===== config.mk =====
export PLATFORM = sky130hd
export DESIGN_NAME = shift_mix_columns
export DESIGN_NICKNAME = d
export VERILOG_FILES = /design/src/rtl/shift_mix_columns.sv
export SDC_FILE = /design/constraint.sdc
export NUM_CORES = 1
export LEC_CHECK = 0
export BUFFER_PORTS_ARGS = -buffer_cell sky130_fd_sc_hd__buf_2
export CORE_MARGIN = 1
export CORE_UTILIZATION = 45
export DETAILED_ROUTE_END_ITERATION = 12
export HOLD_SLACK_MARGIN = 0.15
export PLACE_DENSITY = 0.65
export RECOVER_POWER = 100
export SKIP_LAST_GASP = 1
export SYNTH_ARGS = -nofsm -noshare
export SYNTH_HDL_FRONTEND = slang
export SYNTH_SLANG_ARGS = --single-unit

===== constraint.sdc =====
create_clock -name clk -period 4.3 [get_ports clk]
set_clock_uncertainty 0.1 [all_clocks]
set_input_delay 0 -clock clk [delete_from_list [all_inputs] [get_ports clk]]
set_output_delay 0 -clock clk [all_outputs]
set_load 0.02 [all_outputs]

===== src/rtl/shift_mix_columns.sv =====
// AES round stage after SubBytes: ShiftRows on capture, then MixColumns over
// N = 4/COLS_PER_CYCLE cycles (bypassed on the final round), start/busy/done handshake.
module shift_mix_columns #(
  parameter int unsigned COLS_PER_CYCLE = 1
) (
  input  logic         clk,
  input  logic         rst,
  input  logic         start,
  input  logic         last_round,
  input  logic [127:0] state_in,
  output logic         busy,
  output logic         done,
  output logic [127:0] state_out
);

  localparam int unsigned STATE_W  = 128;
  localparam int unsigned COL_W    = 32;
  localparam int unsigned NUM_COLS = 4;
  localparam int unsigned N        = NUM_COLS / COLS_PER_CYCLE;
  localparam int unsigned CNT_W    = 2;

  if (COLS_PER_CYCLE != 1 && COLS_PER_CYCLE != 2 && COLS_PER_CYCLE != 4) begin : g_bad_cpc
    $error("shift_mix_columns: COLS_PER_CYCLE must be 1, 2 or 4");
  end

  typedef enum logic {
    IDLE = 1'b0,
    RUN  = 1'b1
  } state_e;

  function automatic logic [7:0] xtime(input logic [7:0] x);
    xtime = {x[6:0], 1'b0} ^ (x[7] ? 8'h1b : 8'h00);
  endfunction

  // One MixColumns column; a0 is the most significant byte (row 0).
  function automatic logic [COL_W-1:0] mix_col(input logic [COL_W-1:0] col);
    logic [7:0] a0, a1, a2, a3;
    logic [7:0] b0, b1, b2, b3;
    a0 = col[31:24];
    a1 = col[23:16];
    a2 = col[15:8];
    a3 = col[7:0];
    b0 = xtime(a0) ^ (xtime(a1) ^ a1) ^ a2 ^ a3;
    b1 = a0 ^ xtime(a1) ^ (xtime(a2) ^ a2) ^ a3;
    b2 = a0 ^ a1 ^ xtime(a2) ^ (xtime(a3) ^ a3);
    b3 = (xtime(a0) ^ a0) ^ a1 ^ a2 ^ xtime(a3);
    mix_col = {b0, b1, b2, b3};
  endfunction

  // Row r rotates left by r columns: s'[r][c] = s[r][(c+r)%4].
  function automatic logic [STATE_W-1:0] shift_rows(input logic [STATE_W-1:0] s);
    logic [STATE_W-1:0] o;
    o = '0;
    for (int c = 0; c < 4; c++) begin
      for (int r = 0; r < 4; r++) begin
        o[127-8*(4*c+r) -: 8] = s[127-8*(4*((c+r)%4)+r) -: 8];
      end
    end
    shift_rows = o;
  endfunction

  state_e             st_q, st_d;
  logic [CNT_W-1:0]   cnt_q, cnt_d;
  logic [STATE_W-1:0] work_q, work_d;
  logic               last_q, last_d;
  logic               busy_q, busy_d;
  logic               done_q, done_d;
  logic [STATE_W-1:0] state_out_q, state_out_d;
  logic [STATE_W-1:0] work_mixed;

  always_ff @(posedge clk) begin
    if (rst) begin
      st_q        <= IDLE;
      cnt_q       <= '0;
      work_q      <= '0;
      last_q      <= 1'b0;
      busy_q      <= 1'b0;
      done_q      <= 1'b0;
      state_out_q <= '0;
    end else begin
      st_q        <= st_d;
      cnt_q       <= cnt_d;
      work_q      <= work_d;
      last_q      <= last_d;
      busy_q      <= busy_d;
      done_q      <= done_d;
      state_out_q <= state_out_d;
    end
  end

  // Columns owned by the current count are mixed in place; the rest pass through.
  always_comb begin
    work_mixed = work_q;
    for (int c = 0; c < 4; c++) begin
      if (CNT_W'(c / COLS_PER_CYCLE) == cnt_q && !last_q) begin
        work_mixed[127-32*c -: 32] = mix_col(work_q[127-32*c -: 32]);
      end
    end
  end

  always_comb begin
    st_d        = st_q;
    cnt_d       = cnt_q;
    work_d      = work_q;
    last_d      = last_q;
    busy_d      = busy_q;
    done_d      = 1'b0;
    state_out_d = state_out_q;
    case (st_q)
      IDLE: begin
        if (start) begin
          work_d = shift_rows(state_in);
          last_d = last_round;
          cnt_d  = '0;
          busy_d = 1'b1;
          st_d   = RUN;
        end
      end
      RUN: begin
        work_d = work_mixed;
        cnt_d  = cnt_q + CNT_W'(1);
        if (cnt_q == CNT_W'(N - 1)) begin
          st_d        = IDLE;
          cnt_d       = '0;
          busy_d      = 1'b0;
          done_d      = 1'b1;
          state_out_d = work_mixed;
        end
      end
      default: st_d = IDLE;
    endcase
  end

  assign busy      = busy_q;
  assign done      = done_q;
  assign state_out = state_out_q;

endmodule


==> impl_metrics.tcl <==
set metrics [dict create \
    start_kind "flip-flop" \
    core_area_sq_um 40800 \
    holdWs_ps 221 \
    post_drt_via_cell_ratio 6.10 \
    layout.cells.non_filler 2613 \
    antennaDiodeCount 0 \
    drt_iter0_drc 1042 \
    wl_per_cell_microns 21.5 \
    synthFlopType "dfxtp_1" \
    finalCritPeriodShare_pct 79.3 \
    violations "max-capacitance violations, max-slew violations" \
    clk_pin_slew_ps 60 \
    ys_ff_latch 262 \
    ir_drop_v 0.000240 \
    final_nets 2191 \
    cts_max_level 2 \
    drt-pass1-iter-count 5 \
    setup_tns_ps 0 \
    status "finished with violations" \
    fillers 3660 \
    worst-setup-path-type "reg2reg" \
    max_freq_ghz 0.293 \
    seq_area_frac_synth_pct 28.2 \
    slew_headroom_pct -50.6 \
    cts_tree "done" \
    drive_above_1_share_pct 13.2 \
    synth_nets 1979 \
    syn_inst 1843 \
    cts_setup_buffers 0 \
    drt-total-wl_microns 56300 \
    ys_types 43 \
    hpwl_microns 35600 \
    grt_pass1_wl_microns 87300 \
    cp_data_arrival_time_ps 3760 \
    cts_sinks 262 \
    io_pins 262 \
    portBuffers 261 \
    clkLatencyLatePin_ps 540 \
    yosysWarnings 0 \
    cts_root_buffer "clkbuf_16" \
    overflow 0 \
    crit_required_ps 4650 \
    ant_nets 0 \
    initial_core_util_pct 45.6 \
    endpoint_kind "flip-flop" \
    dieArea_sq_um 42200 \
    cts_made_buffers 34 \
    vias 16000 \
    fin_ws_ps 890 \
    slew_violations 195 \
    drc 0 \
    gp_congestion 0.833 \
    placed_area_sq_um 19600 \
    post-route-util_pct 54.5 \
    rows 74 \
    avgSynthCellArea_sq_um 10.1 \
    syn_to_final_growth_pct 19.6 \
    synth_edf_count 0 \
    synth_area_sq_um 18600 \
    design_area_sq_um 22300 \
    worst_slew_pin_slew_ps 2260 \
    cts.path.max_buffers 3 \
    drv_cap 4 \
    final_common_cell "dfxtp_1" \
    totalPowerFinal_mw 9.00 \
    antenna_found_initial 0 \
    rsz0062_at_grt "false" \
    period_minus_slack_ps 3410 \
    pre_cts_ws_ps 1590 \
    crit_path_max_fanout 67 \
    grt_pass1_vias 15300 \
    multiInputGateArea_sq_um 12100 \
    grt_max_degree 80 \
    grt.total_usage_pct 26.4 \
    place_inst 2392 \
    die_h_microns 205 \
    p_per_area_nw_per_um2 405 \
    setup_viol 0 \
    hold_path_class "in2reg" \
    final_cell_mix "260 x dfxtp_1, 159 x dlygate4sd3_1, 157 x xnor3_1" \
    synthArstFlopShare_pct 0 \
    die_w_microns 205 \
    power_leakage_nw 9.25 \
    register_area_sq_um 5250 \
    hold_violations 0 \
]
[cell usage after synthesis (44+ instances only)]
master    instances  area share (%)
o21bai_1         71             2.9
xor2_1           51             2.4
clkbuf_1        125             2.5
a21o_1           45             1.8
xnor3_1         157              19
nand2_1          49            0.99
buf_2            97             2.6
nand3_1          82             2.2
a21oi_1          87             2.3
a41oi_1          90             4.2
dfxtp_1         262              28
mux2i_1          46             2.5
a211oi_1         83             3.3
o22ai_1          48             1.6
a311oi_1         44             2.1
nor2b_1          52             1.7
or3_1            96             3.2
[state kept, by name, summed over array words and instances, names as in the netlist]
| name | cells |
|---|---|
| state_out | 128 |
| work_q | 128 |
| last_q | 1 |
| st_q | 1 |
| cnt_q | 2 |
| busy | 1 |
| done | 1 |
[cells by family (layout without fill, tap and decap cells)]
| logic type | Yosys count | count (layout) | synth area share (%) |
|---|---|---|---|
| AOI/OAI and AO/OA | 578 | 578 | 22.7 |
| xor gates and xnor gates | 262 | 262 | 25.9 |
| adders and majority gates | 4 | 4 | 0.269 |
| buffers and inverters | 273 | 511 | 6.66 |
| DFF | 262 | 262 | 28.2 |
| muxes | 82 | 82 | 4.65 |
| and+or+nand+nor | 382 | 382 | 11.6 |
[area by class of cell]
type | instances | area share (%)
clock buffers | 50 | 4.79
multi-input cells | 1308 | 54.5
repair buffers | 445 | 13.2
well taps | 532 | 2.99
clock inverters | 12 | 0.866
flip-flops and latches | 262 | 23.6
inverters | 4 | 0.0731
[critical path: stages (launching register included)]
cell and delay [ps]:
dfxtp_2 920, buf_4 570, buf_4 670, a211oi_1 100, dlygate4sd3_1 610, a311oi_1 260
[final timing paths]
kind / from / to / slack [ps] / cells past startpoint
min reg2reg: state_out[41]$_SDFFE_PP0P_ / state_out[41]$_SDFFE_PP0P_ / 380 / 2
max: st_q$_SDFF_PP0_ / work_q[72]$_SDFFE_PP0P_ / 890 / 5
min: last_round / last_q$_SDFFE_PP0P_ / 220 / 4
max reg2reg: st_q$_SDFF_PP0_ / work_q[72]$_SDFFE_PP0P_ / 890 / 5
[report_power, final]
| part | switching [mW] | leakage [nW] | total, mW | internal (mW) |
|---|---|---|---|---|
| clock network | 1.18 | 0.623 | 3.21 | 2.02 |
| registers | 0.388 | 2.14 | 2.96 | 2.57 |
| logic | 1.18 | 6.48 | 2.84 | 1.66 |
| total | 2.75 | 9.25 | 9.00 | 6.25 |
[layer usage]
layer,global-route usage [%],vias up,share of wire [%]
met2,41.9,593,46
met4,9.50,0,2.9
li1,-,7392,-
met1,36.9,7863,45
met3,3.26,103,5.9
met5,0,-,0
[what timing repair did]
item	4_1_cts	5_1_grt
hold buffers	159	0
gates resized for setup	0	0
hold endpoints to repair	155	0
No activity file was read; power rests on OpenSTA's default activity.
